===== config.mk =====
export PLATFORM = sky130hd
export DESIGN_NAME = frame_config_sequencer
export DESIGN_NICKNAME = d
export VERILOG_FILES = /design/src/rtl/frame_config_sequencer_pkg.sv /design/src/rtl/frame_strobe_decoder.sv /design/src/rtl/frame_config_sequencer.sv
export SDC_FILE = /design/constraint.sdc
export NUM_CORES = 1
export LEC_CHECK = 0
export CORE_ASPECT_RATIO = 0.9
export CORE_MARGIN = 4
export CORE_UTILIZATION = 39
export DETAILED_ROUTE_END_ITERATION = 8
export PLACE_DENSITY = 0.85
export SKIP_CTS_REPAIR_TIMING = 1
export SYNTH_ARGS = -nofsm -noshare
export SYNTH_HDL_FRONTEND = slang
export SYNTH_SLANG_ARGS = --single-unit

===== constraint.sdc =====
create_clock -name CLK -period 2.1 [get_ports CLK]
set_input_delay 0.42 -clock CLK [delete_from_list [all_inputs] [get_ports CLK]]
set_output_delay 0.42 -clock CLK [all_outputs]
set_load 0.01 [all_outputs]

===== src/rtl/frame_config_sequencer_pkg.sv =====
// Shared types and constants for the frame configuration sequencer.
// The CHK state exists only when CONFIG_CHECKSUM_EN is defined.
package frame_config_sequencer_pkg;

    typedef enum logic [2:0] {
        ST_IDLE   = 3'd0,
        ST_ADDR   = 3'd1,
        ST_DATA   = 3'd2,
`ifdef CONFIG_CHECKSUM_EN
        ST_CHK    = 3'd3,
`endif
        ST_STROBE = 3'd4
    } state_e;

    localparam logic [31:0] SYNC_WORD   = 32'hFAB0_FAB1;
    localparam logic [31:0] DESYNC_WORD = 32'hFAB0_FAB0;

    // Address word layout: column in the top byte, frame in the next byte.
    localparam int ADDR_FIELD_W = 8;
    localparam int COL_MSB      = 31;
    localparam int COL_LSB      = 24;
    localparam int FRAME_MSB    = 23;
    localparam int FRAME_LSB    = 16;

    function automatic logic field_in_range(input logic [ADDR_FIELD_W-1:0] field, input int limit);
        return (int'(field) < limit);
    endfunction

endpackage


===== src/rtl/frame_strobe_decoder.sv =====
// Decodes a latched (column, frame) address into a one-hot frame strobe vector.
module frame_strobe_decoder
    import frame_config_sequencer_pkg::*;
#(
    parameter int NumColumns      = 4,
    parameter int MaxFramesPerCol = 20
) (
    input  logic [ADDR_FIELD_W-1:0]               col_i,
    input  logic [ADDR_FIELD_W-1:0]               frame_i,
    input  logic                                  en_i,
    output logic [NumColumns*MaxFramesPerCol-1:0] strobe_o
);

    for (genvar c = 0; c < NumColumns; c++) begin : g_col
        for (genvar f = 0; f < MaxFramesPerCol; f++) begin : g_frame
            assign strobe_o[c*MaxFramesPerCol+f] = en_i
                && (col_i == ADDR_FIELD_W'(c))
                && (frame_i == ADDR_FIELD_W'(f));
        end
    end

endmodule


===== src/rtl/frame_config_sequencer.sv =====
// Streams sync / address / data / desync words into a frame register and pulses
// the addressed frame strobe. Optional checksum word enabled by CONFIG_CHECKSUM_EN.
module frame_config_sequencer
    import frame_config_sequencer_pkg::*;
#(
    parameter int FrameBitsPerRow = 32,
    parameter int NumRows         = 4,
    parameter int MaxFramesPerCol = 20,
    parameter int NumColumns      = 4,
    parameter int StrobeCycles    = 2
) (
    input  logic                                  CLK,
    input  logic                                  reset,
    input  logic [FrameBitsPerRow-1:0]            s_data,
    input  logic                                  s_valid,
    output logic                                  s_ready,
    output logic [NumRows*FrameBitsPerRow-1:0]    FrameData,
    output logic [NumColumns*MaxFramesPerCol-1:0] FrameStrobe,
    output logic                                  busy,
    output logic                                  done,
    output logic                                  error
);

    localparam int ROW_W = (NumRows > 1) ? $clog2(NumRows) : 1;

    state_e                             state_q;
    logic [ROW_W-1:0]                   row_q;
    logic [3:0]                         strb_cnt_q;
    logic [ADDR_FIELD_W-1:0]            col_q;
    logic [ADDR_FIELD_W-1:0]            frame_q;
    logic [NumRows*FrameBitsPerRow-1:0] frame_data_q;
    logic                               done_q;
    logic                               error_q;
`ifdef CONFIG_CHECKSUM_EN
    logic [FrameBitsPerRow-1:0]         csum_q;
`endif

    logic                    accept_s;
    logic                    strobe_en_s;
    logic [ADDR_FIELD_W-1:0] word_col_s;
    logic [ADDR_FIELD_W-1:0] word_frame_s;

    assign accept_s     = s_valid & s_ready;
    assign strobe_en_s  = (state_q == ST_STROBE);
    assign word_col_s   = s_data[COL_MSB:COL_LSB];
    assign word_frame_s = s_data[FRAME_MSB:FRAME_LSB];

    assign s_ready   = (state_q != ST_STROBE);
    assign busy      = (state_q != ST_IDLE);
    assign done      = done_q;
    assign error     = error_q;
    assign FrameData = frame_data_q;

    // Sequencer FSM together with frame register, counters and status flags.
    always_ff @(posedge CLK) begin
        if (reset) begin
            state_q      <= ST_IDLE;
            row_q        <= '0;
            strb_cnt_q   <= 4'd0;
            col_q        <= '0;
            frame_q      <= '0;
            frame_data_q <= '0;
            done_q       <= 1'b0;
            error_q      <= 1'b0;
`ifdef CONFIG_CHECKSUM_EN
            csum_q       <= '0;
`endif
        end else begin
            done_q <= 1'b0;
            case (state_q)
                ST_IDLE: begin
                    if (accept_s && (s_data[31:0] == SYNC_WORD)) begin
                        state_q <= ST_ADDR;
                    end
                end
                ST_ADDR: begin
                    if (accept_s) begin
                        if (s_data[31:0] == DESYNC_WORD) begin
                            state_q <= ST_IDLE;
                            done_q  <= 1'b1;
                        end else if (!field_in_range(word_col_s, NumColumns)
                                     || !field_in_range(word_frame_s, MaxFramesPerCol)) begin
                            error_q <= 1'b1;
                            state_q <= ST_IDLE;
                        end else begin
                            col_q   <= word_col_s;
                            frame_q <= word_frame_s;
                            row_q   <= '0;
`ifdef CONFIG_CHECKSUM_EN
                            csum_q  <= '0;
`endif
                            state_q <= ST_DATA;
                        end
                    end
                end
                ST_DATA: begin
                    if (accept_s) begin
                        for (int r = 0; r < NumRows; r++) begin
                            if (row_q == ROW_W'(r)) begin
                                frame_data_q[r*FrameBitsPerRow +: FrameBitsPerRow] <= s_data;
                            end
                        end
`ifdef CONFIG_CHECKSUM_EN
                        csum_q <= csum_q ^ s_data;
`endif
                        row_q <= row_q + ROW_W'(1);
                        if (row_q == ROW_W'(NumRows - 1)) begin
                            strb_cnt_q <= 4'd0;
`ifdef CONFIG_CHECKSUM_EN
                            state_q    <= ST_CHK;
`else
                            state_q    <= ST_STROBE;
`endif
                        end
                    end
                end
`ifdef CONFIG_CHECKSUM_EN
                ST_CHK: begin
                    if (accept_s) begin
                        if (s_data == csum_q) begin
                            state_q <= ST_STROBE;
                        end else begin
                            error_q <= 1'b1;
                            state_q <= ST_ADDR;
                        end
                    end
                end
`endif
                ST_STROBE: begin
                    if (strb_cnt_q == 4'(StrobeCycles - 1)) begin
                        state_q <= ST_ADDR;
                    end else begin
                        strb_cnt_q <= strb_cnt_q + 4'd1;
                    end
                end
                default: begin
                    state_q <= ST_IDLE;
                end
            endcase
        end
    end

    frame_strobe_decoder #(
        .NumColumns      (NumColumns),
        .MaxFramesPerCol (MaxFramesPerCol)
    ) u_strobe_decoder (
        .col_i    (col_q),
        .frame_i  (frame_q),
        .en_i     (strobe_en_s),
        .strobe_o (FrameStrobe)
    );

endmodule

Word level (Yosys, flattened, before mapping)
Cells that the tools add are included.
- bits in registers: 155
- bits of input ports: 35
- output and inout bits: 212
- word-level logic and storage cells: 183
- add/subtract/negate cells: 2
- magnitude comparators: 2
- eq/ne operators: 40
- muxes and demuxes: 18
- bitwise operators: 5
- reductions and logical operators: 105
- operators with widths (operator ; number):
    1-bit logical AND ; 85
    32-bit == test, second input constant ; 2
    8-bit by 4-bit == test with 1-bit output, second input constant ; 8
    8-bit by 2-bit == test with 1-bit output, second input constant ; 4
    8-bit by 3-bit == test with 1-bit output, second input constant ; 4
    8-bit by 5-bit == test with 1-bit output, second input constant ; 4
    8-bit by 1-bit == test with 1-bit output, second input constant ; 2
    8-bit logical NOT ; 2
    2-bit != test, second input constant ; 8
    3-bit two-way mux ; 5
    2-bit two-way mux ; 6
    4-bit two-way mux ; 3
    3-bit one-hot mux with 4 select lines ; 1
    3-bit AND reduction ; 4
    4-bit AND reduction ; 3
    5-bit AND reduction ; 2
    8-bit by 3-bit < comparator with 1-bit output, second input constant ; 1
    8-bit by 5-bit < comparator with 1-bit output, second input constant ; 1
    4-bit one-hot mux with 2 select lines ; 1
    4-bit by 1-bit adder with 4-bit output, second input constant ; 1
    2-bit == test, second input constant ; 2
    4-bit by 1-bit == test with 1-bit output, second input constant ; 1
    1-bit NOT ; 4
    2-bit one-hot mux with 2 select lines ; 1
    15 further kinds ; 17

Logic depth before layout (Yosys ltp)
- depth after elaboration: 7
- mapped depth: 8
- gate-level depth less buffers: 6

Hierarchy
From an unflattened synthesis, not the netlist that was laid out.
- cell total of the unflattened synthesis: 843
- area total of the unflattened synthesis: 6397.4 sq um
- modules (own cells, without submodules) (module ; instances ; cells each ; area each (sq um) ; sequential area each (sq um)):
    frame_config_sequencer ; 1 ; 707 ; 5730.5 ; 3103.0
    frame_strobe_decoder ; 1 ; 136 ; 666.9 ; 0.0

Worst setup path after synthesis
Ideal clock, no wire load.
- kind: flip-flop to output port
- start point: register state_q[1]
- end point: output FrameStrobe[0]
- arrival time: 1645 ps
- data required time: 1680 ps
- setup slack: 35 ps
- stages on the path, launching flop included: 7
- buffers on the path: 2
- cells stage by stage: dfxtp_1 buf_2 nor3b_4 and3_4 or3b_1 buf_6 nor2_1
- longest elaborated chain between the ends: 3
- ends and longest elaborated chain (item ; RTL line ; source):
    start: declaration ; frame_config_sequencer.sv:26 ; state_e state_q;
    start signal: assignment ; frame_config_sequencer.sv:57 ; state_q <= ST_IDLE;
    start signal: assignment ; frame_config_sequencer.sv:73 ; state_q <= ST_ADDR;
    start signal: assignment ; frame_config_sequencer.sv:79 ; state_q <= ST_IDLE;
    3-bit == test ; frame_config_sequencer.sv:44 ; assign strobe_en_s = (state_q == ST_STROBE);
    1-bit logical AND ; frame_strobe_decoder.sv:17 ; && (col_i == ADDR_FIELD_W'(c))
    1-bit logical AND ; frame_strobe_decoder.sv:18 ; && (frame_i == ADDR_FIELD_W'(f));
    end: declaration ; frame_config_sequencer.sv:18 ; output logic [NumColumns*MaxFramesPerCol-1:0] FrameStrobe,
Every way passes these cells.

Worst setup path after layout
- start point: register frame_q[6]
- end point: output FrameStrobe[28]
- longest elaborated chain between the ends: 2
- ends and longest elaborated chain (item ; RTL line ; source):
    start: declaration ; frame_config_sequencer.sv:30 ; logic [ADDR_FIELD_W-1:0] frame_q;
    start signal: assignment ; frame_config_sequencer.sv:87 ; frame_q <= word_frame_s;
    8-bit by 4-bit == test with 1-bit output ; frame_strobe_decoder.sv:18 ;
    1-bit logical AND ; frame_strobe_decoder.sv:18 ;
Every way passes these cells.

==> impl_results.md <==
- Crit path to: FrameStrobe[28]
- Drt via density: approximately 5.2
- Sw Pwr: between 1 and 1.5 mW
- Routed WL: around 24 mm
- Syn Area/Cell: approximately 7.4 um^2
- Antenna-violating nets left: 0
- Worst reg2reg path depth: 6
- CP startpoint: frame_q[6]$_SDFFE_PP0P_
- CTS Sinks: 155
- Mapped Cells: about 830
- Cell taking the most area after synthesis: dfxtp_1
- Worst setup margin: -0.401 ns
- Multi-input gate area: approximately 3100 um^2
- Core Area: 15500 um^2
- Leak: between 3 and 4 nW
- Max FO, Critical Path: 4
- Remaining DRCs: 0
- Clock network power share: between 40% and 50%
- Synthesis-to-layout area growth: 62.2%
- Synthesized cell area: 6200 um^2
- Final Hold Vio Count: 0
- Initial antenna violation count: 0
- Clk root buf: clkbuf_16
- Most frequent cells in the layout: nand2_1 (267), clkdlybuf4s50_1 (163), dfxtp_1 (152)
- Crit. End Element: output port
- Count of cell types in the netlist: 47
- Crit path kind: register to output port
- CTS tree: done
- Synth warn: 0
- First-pass GRT wire length: about 36 mm
- IO Port Bufs: around 250
- Vias in the first global route: 6635
- Initial Util: about two fifths
- Commonest non-fill, non-tap cell in the layout: nand2_1
- Tot GR Track Use: 25.0%
- Routability Congestion: 0.920
- Dpl ws: -0.390 ns
- Routed WL per cell: between 15 and 20 um
- H-tree depth: 4
- Clock transition at path regs: around 0.060 ns
- Setup total negative slack: -24.74 ns
- # rows: 43
- # nets final: 1172
- Hold Path Class: input port to register
- Register area: approximately 3100 um^2
- Post-route clock skew: 0.0108 ns
- Highest Clock Rate: ~400 MHz
- Initial DRC count: approximately 430
- #FFs+latches synth: about 160
- Fin cells: around 1300
- Worst-skew pair later-pin latency: roughly 0.43 ns
- Switching part of the total: ~22%
- Chip height: roughly 130 um
- Io pins: 247
- Failing checks: setup timing
- Main synth FF type: dfxtp_1
- CP startpoint kind: register
- R2R Setup Slk: between 0.3 and 0.4 ns
- RSZ-0062 raised after global routing: true
- Total die area: about 18000 um^2
- RR Startpoint: state_q[1]$_SDFFE_PP0P_
- Inserted Diodes: 0
- WP data required: 1.68 ns
- Arr. time, crit path: between 2 and 2.5 ns
- Post-route minimum period: around 2.5 ns
- DP Cell Count: 1304
- Actual slew at the worst max-slew pin: 0.504 ns
- Via count: 6922
- Normalized max-slew margin: roughly two thirds
- Register area share after synthesis: between 50% and 60%
- Hold Slack: between 0.4 and 0.5 ns
- Pwr Density: around 600 nW/um^2
- Fraction of registers with async set/reset: 0%
- Outcome: complete, but fails checks
- Synth top area share: 50.0%
- Comb power frac: 4.0%
- Seq pwr share: 47.7%
- Max-slew violations: 0
- Number of enable flip-flop cells after synthesis: 0
- Peak VDD IR: 0.623 mV
- FF-to-FF End: FrameData[104]$_SDFFE_PP0P_
- Final Setup Violations: 80
- Detailed-placement wirelength estimate: 16.8 mm
- Largest net degree at the start of global routing: 48
- Die width: between 100 and 150 um
- Area contributors post-synth: dfxtp_1 (50%), nand2_1 (17%), a21oi_1 (11%), nor2_1 (5.4%), clkbuf_1 (1.9%)
- # fillers: between 1000 and 1500
- CTS Buf Count: 17
- Clock buffer depth: 2
- Fin crit share: 119%
- Fraction of layout cells with a size suffix above 1: between 20% and 30%
- Max cap viols: 0
- Total grt overflow: 0
- DR pass1 iterations: 5
- Pint: 4.82 mW
- Mapped Nets: ~870
[cells by family after synthesis]
kind of cell	count (synthesis)	synth area share (%)
compound gates	159	13.2
xor+xnor	3	0.424
fa+ha+maj	6	1.21
buf+inv	64	4.48
flops	155	50.0
simple gates	446	30.6
[how the worst min path moves through the flow]
stage | to | from | slack, ns | cells after the start
floorplan | col_q[7]$_SDFFE_PP0P_ | col_q[7]$_SDFFE_PP0P_ | 0.43 | 1
CTS | strb_cnt_q[1]$_SDFFE_PP0P_ | reset | 0.41 | 2
global route | state_q[2]$_SDFFE_PP0P_ | reset | 0.46 | 2
detailed placement | col_q[5]$_SDFFE_PP0P_ | col_q[5]$_SDFFE_PP0P_ | 0.44 | 1
finish | strb_cnt_q[1]$_SDFFE_PP0P_ | reset | 0.42 | 2
global placement | FrameData[104]$_SDFFE_PP0P_ | FrameData[104]$_SDFFE_PP0P_ | 0.44 | 2
[stage by stage]
step / power (mW) / cell area (um^2) / utilization (%)
after global routing: 6.34 / 10100 / 64.9
after floorplan: 3.06 / 6200 / -
final: 6.17 / 10100 / 64.9
after detailed placement: 3.25 / 9350 / 60.4
after global placement: 3.25 / 9350 / 60.4
after CTS: 6.21 / 9920 / 64.0
[worst max-delay path, cell delays in order (launching register included)]
cell	delay [ns]
dfxtp_2	0.33
or4b_4	0.58
nor3_4	0.28
buf_6	0.17
nand2_4	0.08
nor2_2	0.11
buf_2	0.13
[synthesized netlist by cell type (all sizes together) (5+ instances only)]
| library cell | n |
|---|---|
| nor4 | 5 |
| clkbuf | 31 |
| nand3 | 16 |
| and2 | 12 |
| nand2b | 5 |
| dfxtp | 155 |
| nand2 | 279 |
| nor2 | 91 |
| o21ai | 11 |
| ha | 6 |
| a21oi | 140 |
| buf | 29 |
| nor3 | 7 |
| and3 | 5 |
[power by group through the flow]
stage          Sequential, mW  Clock, mW  Combinational (mW)
2_1_floorplan            3.01          0              0.0539
3_3_place_gp             3.01          0               0.244
3_5_place_dp             3.01          0               0.244
4_1_cts                  2.94       3.02               0.246
5_1_grt                  2.94       3.14               0.264
6_report                 2.94       2.98               0.248
[registers in the layout, summed over array words and instances, names as in the netlist]
register	flops
FrameData	128
col_q	8
done	1
error	1
frame_q	8
row_q	2
state_q	3
strb_cnt_q	4
[cell type report]
cell class,count,share of cell area [%]
clock buffers,19,4.40
multi-input cells,614,31.2
clock inverters,11,1.22
flip-flops and latches,155,30.9
well taps,202,2.51
inverters,4,0.149
repair buffers,339,29.7
[metal layers]
layer | track usage (%) | routed length [um]
met5 | 0 | 0
met4 | 8.21 | 752
met3 | 9.81 | 2530
met2 | 43.4 | 11700
met1 | 28.2 | 8990
Power figures use the tool's default switching activity.
